### src/rtl/ex_mem_stage.sv
// EX/MEM pipeline register: latches the execute-stage result for MEM, honours the
// stall-controller advance/hold/bubble contract plus flush, and counts inserted bubbles.
module ex_mem_stage #(
  parameter int DATA_W    = 32,
  parameter int ADDR_W    = 5,
  parameter int PC_W      = 32,
  parameter int CNT_W     = 2,
  parameter int STALL_W   = 6,
  parameter int STAGE_IDX = 3,
  parameter int PERF_W    = 16
) (
  input  logic                  clk,
  input  logic                  rst,
  input  logic [STALL_W-1:0]    stall,
  input  logic                  flush,
  input  logic                  ex_valid,
  input  logic [PC_W-1:0]       ex_pc,
  input  logic [ADDR_W-1:0]     ex_wd,
  input  logic                  ex_wreg,
  input  logic [DATA_W-1:0]     ex_wdata,
  input  logic                  ex_whilo,
  input  logic [DATA_W-1:0]     ex_hi,
  input  logic [DATA_W-1:0]     ex_lo,
  input  logic [CNT_W-1:0]      cnt_i,
  input  logic [2*DATA_W-1:0]   hilo_i,
  output logic                  mem_valid,
  output logic [PC_W-1:0]       mem_pc,
  output logic [ADDR_W-1:0]     mem_wd,
  output logic                  mem_wreg,
  output logic [DATA_W-1:0]     mem_wdata,
  output logic                  mem_whilo,
  output logic [DATA_W-1:0]     mem_hi,
  output logic [DATA_W-1:0]     mem_lo,
  output logic [CNT_W-1:0]      cnt_o,
  output logic [2*DATA_W-1:0]   hilo_o,
  output logic [PERF_W-1:0]     bubble_cnt
);

  localparam int MEM_IDX = STAGE_IDX + 1;

  typedef enum logic [2:0] {
    M_RESET,
    M_FLUSH,
    M_BUBBLE,
    M_HOLD,
    M_ADVANCE
  } mode_t;

  mode_t mode;

  function automatic logic [PERF_W-1:0] sat_inc(input logic [PERF_W-1:0] v);
    return (&v) ? v : v + {{(PERF_W-1){1'b0}}, 1'b1};
  endfunction

  // EX stall low with MEM stall high is an illegal request and still advances.
  always_comb begin
    mode = M_ADVANCE;
    if (rst)
      mode = M_RESET;
    else if (flush)
      mode = M_FLUSH;
    else if (stall[STAGE_IDX])
      mode = stall[MEM_IDX] ? M_HOLD : M_BUBBLE;
  end

  // EX -> MEM register boundary
  always_ff @(posedge clk) begin
    case (mode)
      M_RESET, M_FLUSH, M_BUBBLE: begin
        mem_valid <= 1'b0;
        mem_pc    <= '0;
        mem_wd    <= '0;
        mem_wreg  <= 1'b0;
        mem_wdata <= '0;
        mem_whilo <= 1'b0;
        mem_hi    <= '0;
        mem_lo    <= '0;
      end
      M_ADVANCE: begin
        mem_valid <= ex_valid;
        mem_pc    <= ex_pc;
        mem_wd    <= ex_wd;
        mem_wreg  <= ex_wreg;
        mem_wdata <= ex_wdata;
        mem_whilo <= ex_whilo;
        mem_hi    <= ex_hi;
        mem_lo    <= ex_lo;
      end
      default: ;
    endcase

    // The MADD/MSUB step must return to EX even while EX inserts a bubble.
    case (mode)
      M_RESET, M_FLUSH: begin
        cnt_o  <= '0;
        hilo_o <= '0;
      end
      M_BUBBLE, M_ADVANCE: begin
        cnt_o  <= cnt_i;
        hilo_o <= hilo_i;
      end
      default: ;
    endcase

    case (mode)
      M_RESET:  bubble_cnt <= '0;
      M_BUBBLE: bubble_cnt <= sat_inc(bubble_cnt);
      default:  ;
    endcase
  end

endmodule

### config.mk
export PLATFORM = sky130hd
export DESIGN_NAME = ex_mem_stage
export DESIGN_NICKNAME = d
export VERILOG_FILES = /design/src/rtl/ex_mem_stage.sv
export SDC_FILE = /design/constraint.sdc
export NUM_CORES = 1
export LEC_CHECK = 0
export CORE_AREA = 8 8 159 161
export CTS_CLUSTER_DIAMETER = 50
export CTS_CLUSTER_SIZE = 25
export DETAILED_ROUTE_END_ITERATION = 16
export DIE_AREA = 0 0 167 169
export PLACE_DENSITY = 0.75
export SYNTH_ARGS = -nofsm -noshare
export SYNTH_HDL_FRONTEND = slang
export SYNTH_SLANG_ARGS = --single-unit
### constraint.sdc
create_clock -name clk -period 7.1 [get_ports clk]
set_clock_uncertainty 0.05 [all_clocks]
set_input_delay 1.42 -clock clk [delete_from_list [all_inputs] [get_ports clk]]
set_output_delay 1.42 -clock clk [all_outputs]
set_load 0.01 [all_outputs]
==> run_results.csv <==
group,metric,value,unit
outcome,status,"complete, no violations",
route,drc,0,
placed_design,hpwl,20190,um
synthesis,ys_types,29,
pwr,leakagePower,0.005312,uW
placed_design,port_buffers,424,
synthesis,ys.flop_type,"edfxtp_1",
grt,antenna_found_initial,1,
sta,finalHoldViolCount,0,
synthesis,synth_area,0.008384,mm^2
synthesis,synth_edf_count,218,
synthesis,yosysSeqAreaShare,0.7808,
floorplan,std_cell_rows,56,
grt,grt_max_degree,99,
clock_tree,h-tree-depth,1,
clock_tree,post_cts_resized,0,
grt,grt-ovfl-total,0,
clock_tree,cts_setup_buffers,0,
placed_design,gp_congestion,0.8421,
route,vias,5796,
grt,grt_pass1_vias,6060,
grt,grt_usage,0.1803,
worst_setup_path,startpoint_type,"input pin",
synthesis,synthArstFlopShare,0,
sta,max_freq,279.5,MHz
grt,grt_pass1_wl,38620,um
pwr,total_power,3303,uW
sta,setup_violations,0,
clock_tree,cts_num_sinks,218,
synthesis,ys_warn_count,0,
sta,tns,0,ps
clock_tree,cts-root-buf,"clkbuf_16",
floorplan,initial_core_util,0.3659,
synthesis,syn-instance-count,514,
sta,period_share,0.5039,
final_layout,fin_nets,1163,
final_layout,seq_area,0.006546,mm^2
floorplan,dieArea,0.02822,mm^2
sta,relSlewSlack,0.3453,
route,dr.pass1.iters,4,
final_layout,drive_above_1_share,0.06269,
placed_design,postPlaceCellArea,0.01298,mm^2
clock_tree,cts_hold_buf,0,
floorplan,fp.dieH,169,um
route,routed_wl,26750,um
clock_tree,cts.path.max_buffers,3,
clock_tree,cts_buffers,28,
sta,rsz0062_at_grt,"false",
min_path,min_path_type,"reg -> reg",
final_layout,fin_area,0.01394,mm^2
worst_setup_path,crit_fanout,70,
worst_setup_path,arrival,3780,ps
clock_tree,cts_tree,"built",
route,avgRoutedWirePerCell,21.18,um
final_layout,area_delta_synth_final,66.27,%
worst_setup_path,worstPathRequired,7300,ps
synthesis,syn_avg_cell_area,16.31,um^2
synthesis,syn_nets,726,
worst_setup_path,crit_path_end_kind,"flip-flop",
synthesis,ys_ff_latch,218,
final_layout,post-route-util,0.6085,
pwr,ir_drop,0.1851,mV
route,vias_per_cell,4.589,
sta,period_minus_slack,3578,ps
job,maxCapViolCount,0,
final_layout,diodes,0,
final_layout,multi_input_area,0.001769,mm^2
worst_setup_path,setup.worst_path.class,"in -> reg",
sta,final_max_slew_viol_count,0,
clock_tree,worstSkewPairLatency,520,ps
final_layout,nFillCells,1754,
floorplan,io_pins,429,
pwr,powerDensity,237.0,mW/mm^2
sta,worst_pin_slew,982.0,ps
floorplan,die_x,167,um
placed_design,dpl.cell_count,1211,
floorplan,fp.coreArea,0.02291,mm^2
clock_tree,clk_pin_slew_worst_paths,60,ps
final_layout,finalNonFillerCells,1263,
route,drt_iter0_markers,422,
route,ant_nets,0,
==> synth_stat cells (2+ instances only) <==
cell	count	area (um^2)
or3_2	2	15.01
nand2_1	8	30.03
mux2i_1	4	40.04
edfxtp_1	218	6546
o31ai_1	4	30.03
a21oi_1	7	35.03
clkbuf_2	6	30.03
o21ai_0	3	15.01
nand2b_1	4	25.02
and2_1	203	1270
nand3_1	6	30.03
clkbuf_1	16	60.06
xor2_1	2	17.52
nor2_1	5	18.77
nor4_1	5	31.28
inv_1	3	11.26
nand4_1	3	18.77
or4_1	4	30.03
==> cell families after synthesis <==
| group | Yosys count | share of synthesized area |
|---|---|---|
| AO/OA/AOI/OAI | 16 | 0.01194 |
| XOR/XNOR | 3 | 0.003134 |
| adder cells (fa/ha/maj) | 1 | 0.001492 |
| buffers and inverters | 25 | 0.01209 |
| flip-flops | 218 | 0.7808 |
| multiplexers | 4 | 0.004776 |
| AND/OR/NAND/NOR | 247 | 0.1858 |
==> area by class of cell <==
cell class,instances,area share
sequential,218,0.4696
timing repair buffer,429,0.3080
multi-input combinational,271,0.1269
clock buffer,30,0.05080
tap,290,0.02603
clock inverter,22,0.01786
inverter,3,0.0008078
==> state kept, by name, indices dropped and copies added, names as in the netlist <==
signal      cells
mem_valid       1
mem_pc         32
mem_whilo       1
mem_lo         32
bubble_cnt     16
mem_wd          5
mem_wreg        1
hilo_o         64
cnt_o           2
mem_wdata      32
mem_hi         32
==> critical path, cell delays in order <==
cell and delay, ps:
clkdlybuf4s50_1 560, nor2_1 390, nand3_4 760, buf_12 540
==> cells in the final DEF, fill, tap and decap left out, types with 3 or more instances in the layout <==
cell type,synthesis,layout
clkdlybuf4s50_1,0,424
edfxtp_1,218,218
and2_1,203,203
clkbuf_16,0,28
nand2_1,8,8
a21oi_1,7,7
nor2_1,5,5
nor4_1,5,5
nand3_1,6,4
nand2b_1,4,4
mux2i_1,4,4
o31ai_1,4,4
or4_1,4,4
clkinv_2,0,4
bufinv_16,0,4
clkinv_1,0,4
buf_4,0,4
nand4_1,3,3
inv_1,3,3
o21ai_0,3,3
inv_6,0,3
clkinvlp_4,0,3
==> stage by stage <==
stage	setup WS (ps)	hold slack [ps]
global placement	2988	603.8
global route	3351	676.5
floorplan	921.5	634.8
detailed placement	2955	620.1
finish	3522	629.7
CTS	3525	633.3
==> per-layer routing <==
| metal | vias up | GRT usage | share of wire |
|---|---|---|---|
| li1 | 2711 | - | - |
| met1 | 2751 | 0.1935 | 0.37 |
| met2 | 292 | 0.3149 | 0.49 |
| met3 | 40 | 0.08456 | 0.12 |
| met4 | 2 | 0.04975 | 0.021 |
| met5 | - | 0 | 0.00030 |
==> where the power goes <==
part	total, uW	internal, uW	leakage [uW]	switching (uW)
Sequential	1510	1480	0.00255	24.4
Clock	1440	877	0.000461	565
Combinational	355	226	0.00230	128
Total	3300	2590	0.00531	717
==> path summary, 6_finish.rpt <==
kind              slack [ps]             end  cells past startpoint           start
setup / recovery        3520   mem_wdata[15]                      4             rst
hold reg to reg          630  bubble_cnt[15]                      2  bubble_cnt[15]
hold / removal           630  bubble_cnt[15]                      2  bubble_cnt[15]
setup reg to reg        5230   bubble_cnt[1]                      5   bubble_cnt[0]
Note: power is estimated with default switching activity, not from simulation.
